[src/rtl/rom_playback_ctrl.sv]
// rtl/rom_playback_ctrl.sv - steps ROM samples into the audio codec, one word per write_ready handshake
module rom_playback_ctrl #(
    parameter int                ADDR_W    = 16,
    parameter int                DATA_W    = 24,
    parameter logic [ADDR_W-1:0] LAST_ADDR = 16'hFFFF,
    parameter int                ROM_LAT   = 2
) (
    input  logic              clock,
    input  logic              reset_n,
    input  logic              start,
    input  logic              stop,
    input  logic              loop,
    output logic [ADDR_W-1:0] rom_address,
    input  logic [DATA_W-1:0] rom_q,
    input  logic              write_ready,
    output logic              write,
    output logic [DATA_W-1:0] writedata_left,
    output logic [DATA_W-1:0] writedata_right,
    output logic              busy,
    output logic              done
);

    localparam int LAT_W = (ROM_LAT > 1) ? $clog2(ROM_LAT) : 1;

    typedef enum logic [1:0] {
        IDLE     = 2'd0,
        FETCH    = 2'd1,
        WAIT_ROM = 2'd2,
        PRESENT  = 2'd3
    } state_t;

    state_t            state_q;
    logic [ADDR_W-1:0] addr_q;
    logic [ADDR_W-1:0] addr_d;
    logic [LAT_W-1:0]  lat_cnt_q;
    logic [DATA_W-1:0] sample_q;
    logic              done_q;
    logic              at_last;

    assign at_last = (addr_q == LAST_ADDR);
    // Wrap and one-shot completion both park the address at 0.
    assign addr_d  = at_last ? '0 : addr_q + ADDR_W'(1);

    assign write           = (state_q == PRESENT) & write_ready & ~stop;
    assign rom_address     = addr_q;
    assign writedata_left  = sample_q;
    assign writedata_right = sample_q;
    assign busy            = (state_q != IDLE);
    assign done            = done_q;

    always_ff @(posedge clock or negedge reset_n) begin
        if (!reset_n) begin
            state_q   <= IDLE;
            addr_q    <= '0;
            lat_cnt_q <= '0;
            sample_q  <= '0;
            done_q    <= 1'b0;
        end else begin
            done_q <= 1'b0;
            // stop outranks start and any pending handshake in every active state.
            if (stop && (state_q != IDLE)) begin
                state_q   <= IDLE;
                addr_q    <= '0;
                lat_cnt_q <= '0;
                sample_q  <= '0;
            end else begin
                case (state_q)
                    IDLE: begin
                        addr_q   <= '0;
                        sample_q <= '0;
                        if (start && !stop) begin
                            state_q <= FETCH;
                        end
                    end
                    FETCH: begin
                        lat_cnt_q <= '0;
                        state_q   <= WAIT_ROM;
                    end
                    WAIT_ROM: begin
                        lat_cnt_q <= lat_cnt_q + LAT_W'(1);
                        if (lat_cnt_q == LAT_W'(ROM_LAT - 1)) begin
                            sample_q <= rom_q;
                            state_q  <= PRESENT;
                        end
                    end
                    PRESENT: begin
                        if (write_ready) begin
                            addr_q <= addr_d;
                            if (at_last && !loop) begin
                                done_q  <= 1'b1;
                                state_q <= IDLE;
                            end else begin
                                state_q <= FETCH;
                            end
                        end
                    end
                    default: state_q <= IDLE;
                endcase
            end
        end
    end

endmodule

[config.mk]
export PLATFORM = sky130hd
export DESIGN_NAME = rom_playback_ctrl
export DESIGN_NICKNAME = d
export VERILOG_FILES = /design/src/rtl/rom_playback_ctrl.sv
export SDC_FILE = /design/constraint.sdc
export NUM_CORES = 1
export LEC_CHECK = 0
export CELL_PAD_IN_SITES_DETAIL_PLACEMENT = 2
export CELL_PAD_IN_SITES_GLOBAL_PLACEMENT = 2
export CORE_MARGIN = 5
export CORE_UTILIZATION = 22
export DETAILED_ROUTE_END_ITERATION = 8
export GPL_TIMING_DRIVEN = 0
export PLACE_DENSITY = 0.81
export SETUP_SLACK_MARGIN = 0.02
export SKIP_CTS_REPAIR_TIMING = 1
export SYNTH_ARGS = -nofsm -noshare
export SYNTH_HDL_FRONTEND = slang
export SYNTH_SLANG_ARGS = --single-unit
export TNS_END_PERCENT = 20
[constraint.sdc]
create_clock -name clock -period 1.7 [get_ports clock]
set_input_delay 0.17 -clock clock [delete_from_list [all_inputs] [get_ports clock]]
set_output_delay 0.17 -clock clock [all_outputs]
set_load 0.02 [all_outputs]
Yosys cells after proc, flatten, opt, wreduce, memory -nomap -nowiden. Cells that the tools add are included.

$add $sub $neg: 2. Multiply operators: 0. Div/mod/pow operators: 0. $lt $le $gt $ge: 0. Equal/unequal tests: 7. Shift operators: 0. Multiplexer cells: 19. Bitwise gates (word level): 3. Reduce and logical (&&, ||, !) cells: 13.

Operator list (number): $mux W16 (3); $mux W24 (2); $pmux W24 S2 (1); $pmux W16 S2 (1); $add A16 B1 Y16 const B (1); $eq A16 B16 Y1 const B (1); $reduce_bool A3 Y1 (3); $mux W2 (4); $pmux W2 S4 (1); $mux W1 (6); $ne A3 B3 Y1 const B (2); $eq A2 B2 Y1 const B (2); $reduce_and A2 Y1 (2); $logic_and A1 B1 Y1 (3); $ne A3 B2 Y1 const B (1); $reduce_and A3 Y1 (1); $and A1 B1 Y1 (2); $eq A2 B1 Y1 const B (1); $logic_not A1 Y1 (2); $logic_not A2 Y1 (1); $pmux W1 S2 (1); $reduce_bool A2 Y1 (1); $add A1 B1 Y1 const B (1); $not A1 Y1 (1).

Register bits after elaboration: 44. Latch bits: 0. Memory bits (writable): 0. Bits in read-only memories: 0. Input port bits: 30. Logic and storage cells: 49. Memories: 0.

Depth between registers and ports, before layout. Gate-level depths: netlist (run 1).

Depth after elaboration: 6. Gate-level depth with buffers: 8. Depth with buffers taken out: 6.

Worst setup path after synthesis (run 1). Ideal clock, no wire load.

Kind: reg-to-reg. Start point: register addr_q[0] (netlist: rom_address[0]). End point: register addr_q[13] (netlist: rom_address[13]). Setup time: 0.130 ns. Arrival: 1.817 ns. Path slack: -0.246 ns. Stages on the path, launching flop included: 7. Cell sequence: dfrtp_1 ha_1 nand3_1 or4_4 a21oi_4 buf_6 a21oi_1.

Cells in the longest elaborated chain, start to end: 5. Elaborated cells on any way between the ends: 6. Classes of those cells: 1 x add/sub; 1 x eq/ne; 4 x mux.

Ends and longest elaborated chain: from (decl) (line 33) `logic [ADDR_W-1:0] addr_q;`; from (signal assigned) (line 88) `addr_q <= addr_d;`; $add A16 B1 Y16 or $eq A16 B16 Y1 (tied branches) (line 42, 40); $mux W16 * (line 42) `assign addr_d = at_last ? '0 : addr_q + ADDR_W'(1);`; $mux W16 * (line 87) `if (write_ready) begin`; $pmux W16 S2 * (line 67) `case (state_q)`; $mux W16 * (line 61) `if (stop && (state_q != IDLE)) begin`.

Mark *: on every way between the ends. The rest lies on a longest branch, timed or not. The select of a mux whose other input is x is not followed. A chain may end at the register's enable or synchronous reset.

Worst setup path after layout (run 1).
Start point: register state_q[0]. End point: register addr_q[11] (netlist: rom_address[11]).

Cells in the longest elaborated chain, start to end: 4. Elaborated cells on any way between the ends: 9. Classes of those cells: 2 x eq/ne; 2 x mux; 5 x reduce/logical.

Ends and longest elaborated chain: from (decl) (line 32) `state_t state_q;`; from (signal assigned) (line 53) `state_q <= IDLE;`; from (signal assigned) (line 62) `state_q <= IDLE;`; from (signal assigned) (line 72) `state_q <= FETCH;`; $reduce_bool A2 Y1 (line 61); $logic_and A1 B1 Y1 (line 61); $ne A3 B2 Y1 (no line) or $reduce_bool A3 Y1 (tied branches); $reduce_and A2 Y1 (no line).

Several ways; a longest one is shown, not always the timed one.

==> run_results.csv, run 1 <==
group,metric,value,unit
status,outcome,"finished with violations",
status,violations,"setup timing",
hold_path,min_path_type,"primary input to asynchronous set/reset pin",
global_routing,grt_pass1_wl,13110,um
pwr,leakage,1.627,nW
pwr,internal_power,3.697,mW
critical_path,criticalPathCategory,"flop to flop",
clock_tree,clk_latency,0.30,ns
synth,synth_flop_cell,"dfrtp_1",
global_routing,top_usage_layer,"met2",
routing,drt_wl_total,8246,um
synth,syn_inst,255,
critical_path,crit_arrival,2.04,ns
pwr,p_switching,2.669,mW
global_routing,grt.total_usage,12.49,%
global_routing,grt_pass1_vias,2512,
critical_path,max_stage_delay,0.44,ns
synth,synth-seq-cells,44,
placed_design,placed_cells,488,
synth,synth_fp_nets,290,
pwr,p_clk_share,10.5,%
synth,ys_warn_count,0,
pwr,seqPwrFrac,24.6,%
sta,finalCritPeriodShare,107.0,%
global_routing,grt_max_degree,27,
floorplan,die-width,113.1,um
synth,yosysSeqAreaShare,47.11,%
sta,hold_violations,0,
floorplan,core_area,10320,sq um
clock_tree,clockBufferDepth,2,
critical_path,cp-start-kind,"flop",
flow_run,cap_viol_max_count,0,
pwr,power-per-cell-area,1618,nW/um^2
synth,syn_avg_cell_area,9.166,sq um
synth,synth_top_area_share,47.11,%
layout,antenna_cells,0,
floorplan,io_pins,97,
clock_tree,cts_sinks,44,
placed_design,detailed_place.area,3543,sq um
critical_path,cp_slowest_cell,"dfrtp_2",
routing,wl_per_cell,16.17,um
pwr,combPwrFrac,64.8,%
routing,final_antenna_net_count,0,
sta,skew,0.005596,ns
synth,yosysMostFrequentCell,"nand2_1",
pwr,vdd_drop_max,567.5,uV
layout,drive_above_1_share,24.87,%
global_routing,use_met3,2.941,%
floorplan,placementRows,37,
layout,fin_nets,408,
layout,post-route-util,38.12,%
placed_design,io_buffers,96,
clock_tree,cts_tree,"built",
routing,drtPass1Iterations,4,
synth,synth_top_area_cell,"dfrtp_1",
clock_tree,htree_levels,2,
critical_path,crit_required,1.92,ns
global_routing,antenna_found_initial,0,
layout,final_cells,510,
critical_path,cp_max_fo,10,
sta,period_needed,1.820,ns
floorplan,die_h,113.1,um
sta,worst_slack,-0.1196,ns
clock_tree,clockRootBuffer,"clkbuf_8",
placed_design,pre_cts_ws,-0.4520,ns
layout,layout-area-overhead-vs-synth,68.36,%
global_routing,grtUsageMet2,21.56,%
synth,netlist_area,2337,sq um
sta,setup_viol,22,
pwr,switching_share,41.93,%
routing,drc_errors,0,
synth,synthTopCellsByArea,"dfrtp_1 47%, nand2_1 9.3%, buf_4 8.0%, o21ai_0 6.0%, ha_1 2.7%",
clock_tree,clk_pin_slew_worst_paths,0.09,ns
layout,fill_cells,1118,
critical_path,crit_family,"simple AND/OR/NAND/NOR gates",
critical_path,cp_num_buf_inv,2,
synth,synth-async-reset-ratio,100.0,%
global_routing,grt_overflow_total,0,
sta,slew_violations,0,
floorplan,start_util,22.64,%
clock_tree,cts_buffers,5,
synth,yosysUniqueCellTypes,37,
global_routing,grt_use_met1,16.01,%
synth,synth_common_cells,"58 x nand2_1, 44 x dfrtp_1, 28 x o21ai_0, 25 x buf_4, 9 x nor2_1",
routing,viasPerCell,4.602,
sta,rsz0062_at_grt,"true",
routing,drtIter0Drc,49,
critical_path,worst_setup_path_end_kind,"flop",
layout,finalInstanceArea,3935,sq um
sta,slew_headroom,66.47,%
sta,fmax,549.6,MHz
sta,finalSetupTns,-1.518,ns
critical_path,crit_chain,"inv_4 -> ha_4 -> nor2b_4 -> buf_6 -> o211ai_4 -> or4_1 -> a21oi_1",
routing,vias,2347,
synth,synth_edf_count,0,
placed_design,gp_congestion,0.7452,
sta,tightest_slew,0.5030,ns
floorplan,dieArea,12780,sq um
placed_design,dp_hpwl,6145,um
## power by group through the flow
| stage | clock (mW) | sequential, mW | combinational [mW] |
|---|---|---|---|
| 5_1_grt | 0.754 | 1.61 | 4.44 |
| 3_3_place_gp | 0 | 1.55 | 3.14 |
| 3_5_place_dp | 0 | 1.57 | 3.25 |
| 2_1_floorplan | 0 | 1.77 | 1.58 |
| 6_report | 0.670 | 1.57 | 4.13 |
| 4_1_cts | 0.711 | 1.55 | 3.25 |
## final timing paths
| kind | start | to | depth (start not counted) | slack, ns |
|---|---|---|---|---|
| min | reset_n | rom_address[8]$_DFFE_PN0P_ | 2 | 0.36 |
| min in group clock | rom_q[7] | writedata_left[7]$_DFFE_PN0P_ | 3 | 0.41 |
| max reg2reg | state_q[0]$_DFFE_PN0P_ | rom_address[11]$_DFFE_PN0P_ | 7 | -0.12 |
| min reg2reg | writedata_left[10]$_DFFE_PN0P_ | writedata_left[10]$_DFFE_PN0P_ | 2 | 0.52 |
| max in group asynchronous | reset_n | writedata_left[23]$_DFFE_PN0P_ | 3 | 0.81 |
| max | state_q[0]$_DFFE_PN0P_ | rom_address[11]$_DFFE_PN0P_ | 7 | -0.12 |
## per-stage QoR
stage / hold WS, ns / total power [mW]
global placement: 0.4860 / 4.689
global route: 0.3918 / 6.812
detailed placement: 0.1699 / 4.819
finish: 0.3615 / 6.366
CTS: -0.1668 / 5.516
floorplan: -0.1256 / 3.354
## routing by layer
| metal | share of wire, % | vias up |
|---|---|---|
| met2 | 51 | 78 |
| met5 | 0 | - |
| met4 | 0.79 | 0 |
| met3 | 5.4 | 6 |
| li1 | - | 1099 |
| met1 | 43 | 1164 |
## flip-flops by register name, summed over array words and instances, names as in the netlist
name / flops
writedata_left: 24
done: 1
rom_address: 16
state_q: 2
lat_cnt_q: 1
## placed cells by master, fill, tap and decap left out, drive strengths merged, types with 2 or more instances in the layout
master,synthesis,routed
clkdlybuf4s50,0,93
nand2,58,58
buf,29,46
dfrtp,44,44
o21ai,29,29
nor2,11,11
clkbuf,5,10
a21oi,9,9
nand4,6,6
or4,6,6
xor2,5,5
nand3,5,5
ha,5,5
or3,4,4
o31ai,4,4
o211ai,4,4
o2111ai,4,4
inv,4,4
mux2i,3,3
and3,3,3
and4,3,3
nor3,3,3
nand2b,2,2
dlymetal6s2s,0,2
mux2,2,2
## area by class of cell
cell class | instances | area (sq um) | share of cell area [%]
repair buffers | 111 | 1140 | 28.97
multi-input cells | 173 | 1129 | 28.68
flip-flops and latches | 44 | 1111 | 28.24
plain buffers | 34 | 286.5 | 7.281
well taps | 136 | 170.2 | 4.324
clock buffers | 7 | 76.32 | 1.940
inverters | 4 | 17.52 | 0.4452
clock inverters | 1 | 5.005 | 0.1272
## logic make-up after synthesis
logic type	share of synthesized area (%)
and+or+nand+nor	21.47
AOI/OAI and AO/OA	14.03
DFF	47.11
buffers and inverters	10.60
xor gates and xnor gates	1.874
muxes	2.248
adders and majority gates	2.677
Note: power is estimated with default switching activity, not from simulation.
==> run 2, diff against run 1 <==
==> constraint.sdc (replaced) <==
create_clock -name clock -period 1.56 [get_ports clock]
set_input_delay 0.156 -clock clock [delete_from_list [all_inputs] [get_ports clock]]
set_output_delay 0.156 -clock clock [all_outputs]
set_load 0.02 [all_outputs]
==> run_results.csv, run 2 (synthesized netlist as in run 1, its figures left out) <==
group,metric,value,unit
status,outcome,"finished with violations",
status,violations,"setup timing",
sta,skew,0.008439,ns
sta,tightest_slew,0.3470,ns
global_routing,grt_pass1_wl,12970,um
pwr,p_clk_share,13.0,%
pwr,vdd_drop_max,597.9,uV
floorplan,dieArea,12780,sq um
layout,fin_nets,421,
flow_run,cap_viol_max_count,0,
floorplan,core_area,10320,sq um
routing,vias,2429,
layout,multiInputGateArea,1230,sq um
critical_path,crit_arrival,2.01,ns
pwr,power-per-cell-area,1784,nW/um^2
floorplan,die-width,113.1,um
pwr,internal_power,4.243,mW
critical_path,cp-start-kind,"flop",
layout,layout-area-overhead-vs-synth,77.52,%
layout,antenna_cells,0,
routing,drc_errors,0,
critical_path,r2r-start,"rom_address[0]$_DFFE_PN0P_",
critical_path,crit_path_end,"rom_address[12]$_DFFE_PN0P_",
critical_path,criticalPathCategory,"flop to flop",
global_routing,use_met3,3.209,%
clock_tree,cts_tree,"built",
clock_tree,clk_latency,0.30,ns
sta,finalSetupTns,-6.885,ns
pwr,switching_share,42.69,%
clock_tree,cts_buffers,5,
sta,finalCritPeriodShare,116.7,%
sta,worst_slack,-0.2601,ns
hold_path,min_path_type,"primary input to asynchronous set/reset pin",
global_routing,grt_use_met1,15.60,%
clock_tree,htree_levels,2,
global_routing,grt_overflow_total,0,
critical_path,r2r-end,"rom_address[12]$_DFFE_PN0P_",
layout,drive_above_1_share,40.57,%
critical_path,cp_slowest_cell,"or4_4",
routing,drt_wl_total,8765,um
critical_path,crit_start,"rom_address[0]$_DFFE_PN0P_",
floorplan,die_h,113.1,um
critical_path,crit_required,1.75,ns
global_routing,antenna_found_initial,0,
layout,layout_commonest_cell,"buf_4",
pwr,combPwrFrac,63.5,%
global_routing,top_usage_layer,"met2",
pwr,leakage,2.233,nW
global_routing,grt.total_usage,12.47,%
global_routing,grtUsageMet2,21.80,%
layout,seq_area,1116,sq um
sta,slew_violations,0,
routing,drtIter0Drc,33,
sta,slew_headroom,76.86,%
clock_tree,clockRootBuffer,"clkbuf_8",
floorplan,start_util,22.64,%
clock_tree,clk_pin_slew_worst_paths,0.09,ns
layout,largest_register_ffs,24,
floorplan,placementRows,37,
layout,layout_common_cells,"72 x buf_4, 44 x clkdlybuf4s50_1, 42 x nand2_1, 32 x dfrtp_1, 24 x dlymetal6s2s_1",
sta,period_needed,1.820,ns
critical_path,crit_chain,"ha_4 -> nand3_2 -> or4_4 -> a21oi_4 -> buf_6 -> a21oi_1",
pwr,total_power,7.403,mW
clock_tree,clockBufferDepth,2,
sta,hold_violations,0,
global_routing,grt_pass1_vias,2481,
critical_path,worst_setup_path_end_kind,"flop",
placed_design,io_buffers,96,
critical_path,cp_max_fo,5,
routing,drtPass1Iterations,4,
placed_design,dp_hpwl,6108,um
critical_path,regToRegSetupSlack,-0.26,ns
pwr,p_switching,3.160,mW
routing,viasPerCell,4.644,
routing,final_antenna_net_count,0,
sta,rsz0062_at_grt,"true",
clock_tree,cts_sinks,44,
critical_path,r2r.worst_path.cells,6,
critical_path,max_stage_delay,0.59,ns
routing,wl_per_cell,16.76,um
sta,setup_viol,43,
placed_design,gp_congestion,0.7694,
sta,fmax,549.4,MHz
floorplan,io_pins,97,
pwr,seqPwrFrac,23.4,%
layout,fill_cells,1088,
global_routing,grt_max_degree,34,
run 2: cell type report:
class                      instances  share of cell area [%]
buffer                            34                   6.815
clock buffer                       6                   1.990
clock inverter                     2                  0.9349
inverter                           4                  0.4222
multi-input combinational        173                   29.64
sequential                        44                   26.90
tap                              136                   4.101
timing repair buffer             124                   29.19
run 2: worst min path at each step:
stage | to | cells past startpoint | start
global placement | lat_cnt_q$_DFFE_PN0P_ | 2 | lat_cnt_q$_DFFE_PN0P_
finish | rom_address[15]$_DFFE_PN0P_ | 2 | reset_n
global route | rom_address[9]$_DFFE_PN0P_ | 2 | reset_n
CTS | rom_address[12]$_DFFE_PN0P_ | 1 | reset_n
detailed placement | done$_DFF_PN0_ | 1 | reset_n
floorplan | done$_DFF_PN0_ | 0 | reset_n
run 2: critical path: cells and delay by family, from the launching register on:
family	cells	cell delay, ns
flops	1	0.42
fa+ha+maj	1	0.18
buf+inv	1	0.16
compound gates	2	0.28
simple gates	2	0.67
run 2: metrics by stage:
step	hold slack (ns)	instances	utilization, %	setup slack, ns	instance area (sq um)
after floorplan	-0.1396	255	-	-0.1179	2399
after detailed placement	0.08064	488	34.34	-0.6145	3545
after CTS	-0.2606	496	35.51	-0.5852	3666
final	0.2778	523	40.19	-0.2601	4149
after global routing	0.2952	523	40.19	-0.3169	4149
after global placement	0.4864	487	34.19	-1.281	3530
run 2: layer usage:
layer / share of wire [%] / wire [um] / vias up
li1: - / - / 1127
met1: 43 / 3784 / 1214
met2: 50 / 4422 / 80
met3: 5.3 / 466 / 8
met4: 1.0 / 91 / 0
met5: 0 / 0 / -
run 2: power by group through the flow:
stage	combinational (mW)	clock [mW]	sequential, mW
2_1_floorplan	1.72	0	1.93
6_report	4.70	0.964	1.73
4_1_cts	3.53	1.01	1.68
3_3_place_gp	3.43	0	1.69
5_1_grt	5.04	1.05	1.79
3_5_place_dp	3.52	0	1.71
==> run 3, diff against run 2 <==
--- a/config.mk
+++ b/config.mk
@@ -17,4 +17,4 @@
 export SYNTH_ARGS = -nofsm -noshare
 export SYNTH_HDL_FRONTEND = slang
 export SYNTH_SLANG_ARGS = --single-unit
-export TNS_END_PERCENT = 20
+export TNS_END_PERCENT = 50
==> run_results.csv, run 3 (synthesized netlist as in run 1, its figures left out) <==
group,metric,value,unit
placed_design,pre_cts_ws,-0.6336,ns
layout,fin_nets,423,
routing,final_antenna_net_count,0,
sta,slew_headroom,61.89,%
routing,drtPass1Iterations,4,
layout,layout-area-overhead-vs-synth,81.10,%
clock_tree,htree_levels,2,
status,violations,"setup timing",
critical_path,cp-start-kind,"flop",
routing,drt_wl_total,9123,um
routing,viasPerCell,4.606,
critical_path,r2r.worst_path.cells,7,
critical_path,cp_max_fo,8,
global_routing,grt_max_degree,24,
layout,drive_above_1_share,42.16,%
routing,drtIter0Drc,37,
clock_tree,clk_latency,0.30,ns
global_routing,grt_pass1_vias,2532,
sta,skew,0.004565,ns
critical_path,crit_arrival,2.05,ns
global_routing,top_usage_layer,"met2",
clock_tree,cts_sinks,44,
routing,vias,2418,
clock_tree,cts_tree,"built",
layout,fill_cells,1105,
critical_path,r2r-end,"rom_address[9]$_DFFE_PN0P_",
layout,layout_common_cells,"67 x buf_4, 48 x clkdlybuf4s50_1, 38 x nand2_1, 32 x dfrtp_1, 22 x dlymetal6s2s_1",
floorplan,die-width,113.1,um
sta,rsz0062_at_grt,"true",
critical_path,r2r-start,"state_q[0]$_DFFE_PN0P_",
pwr,power-per-cell-area,1785,nW/um^2
critical_path,crit_required,1.80,ns
layout,largest_register_ffs,24,
critical_path,regToRegSetupSlack,-0.25,ns
sta,finalCritPeriodShare,116.0,%
global_routing,grt_use_met1,15.97,%
floorplan,core_area,10320,sq um
sta,slew_violations,0,
placed_design,dp_hpwl,6175,um
floorplan,start_util,22.64,%
floorplan,placementRows,37,
global_routing,use_met3,2.620,%
layout,antenna_cells,0,
global_routing,grt.total_usage,12.34,%
pwr,total_power,7.557,mW
floorplan,io_pins,97,
pwr,leakage,2.206,nW
placed_design,io_buffers,96,
clock_tree,clk_pin_slew_worst_paths,0.09,ns
hold_path,min_path_type,"primary input to asynchronous set/reset pin",
global_routing,grt_overflow_total,0,
global_routing,antenna_found_initial,0,
sta,fmax,552.8,MHz
layout,layout_commonest_cell,"buf_4",
clock_tree,clockRootBuffer,"clkbuf_8",
routing,wl_per_cell,17.38,um
sta,hold_slack,0.3742,ns
floorplan,die_h,113.1,um
sta,setup_viol,44,
routing,drc_errors,0,
pwr,vdd_drop_max,598.5,uV
global_routing,grtUsageMet2,21.01,%
flow_run,cap_viol_max_count,0,
sta,period_needed,1.809,ns
sta,worst_slack,-0.2491,ns
status,outcome,"finished with violations",
sta,tightest_slew,0.5716,ns
clock_tree,cts_buffers,5,
sta,hold_violations,0,
floorplan,dieArea,12780,sq um
global_routing,grt_pass1_wl,12790,um
clock_tree,clockBufferDepth,2,
critical_path,criticalPathCategory,"flop to flop",
critical_path,worst_setup_path_end_kind,"flop",
placed_design,gp_congestion,0.7450,
## run 3: worst max-delay path by stage
stage / start / end / slack, ns / cells past startpoint
after floorplan: rom_address[1]$_DFFE_PN0P_ / rom_address[13]$_DFFE_PN0P_ / -0.12 / 6
after global placement: reset_n / rom_address[3]$_DFFE_PN0P_ / -1.29 / 1
after detailed placement: stop / writedata_left[6]$_DFFE_PN0P_ / -0.63 / 7
after CTS: state_q[0]$_DFFE_PN0P_ / writedata_left[6]$_DFFE_PN0P_ / -0.58 / 8
after global routing: state_q[0]$_DFFE_PN0P_ / rom_address[13]$_DFFE_PN0P_ / -0.33 / 7
final: state_q[0]$_DFFE_PN0P_ / rom_address[9]$_DFFE_PN0P_ / -0.25 / 7
## run 3: metrics by stage
step / area (sq um) / util (%) / std cells / setup TNS (ns)
after floorplan: 2435 / - / 255 / -1.826
after global placement: 3566 / 34.54 / 487 / -63.72
after detailed placement: 3581 / 34.69 / 488 / -16.57
after CTS: 3675 / 35.60 / 496 / -15.52
after global routing: 4233 / 41.00 / 525 / -10.12
final: 4233 / 41.00 / 525 / -6.853
## run 3: layout make-up
cell class | instances | area [sq um] | share of cell area, %
buffer | 34 | 300.3 | 7.094
sequential | 44 | 1116 | 26.37
inverter | 4 | 20.02 | 0.4730
tap | 136 | 170.2 | 4.020
multi-input combinational | 173 | 1271 | 30.03
clock buffer | 7 | 86.33 | 2.040
timing repair buffer | 126 | 1261 | 29.80
clock inverter | 1 | 7.507 | 0.1774
## run 3: critical path, cell delays in order, from the launching register on
cell      delay (ns)
dfrtp_2         0.47
inv_4           0.06
ha_4            0.19
nor2b_4         0.17
buf_8           0.16
o211ai_4        0.13
or4_1           0.43
a21oi_2         0.14
## run 3: layer usage
| layer | up-vias | wire (um) |
|---|---|---|
| met3 | 12 | 426 |
| met5 | - | 0 |
| met2 | 78 | 4639 |
| met4 | 0 | 146 |
| li1 | 1131 | - |
| met1 | 1197 | 3912 |
## run 3: where the power goes
part | leakage (nW) | total (mW) | switching, mW | internal (mW)
Sequential | 0.585 | 1.74 | 0.329 | 1.41
Combinational | 1.58 | 5.02 | 2.50 | 2.52
Clock | 0.0445 | 0.794 | 0.432 | 0.361
Total | 2.21 | 7.56 | 3.26 | 4.30
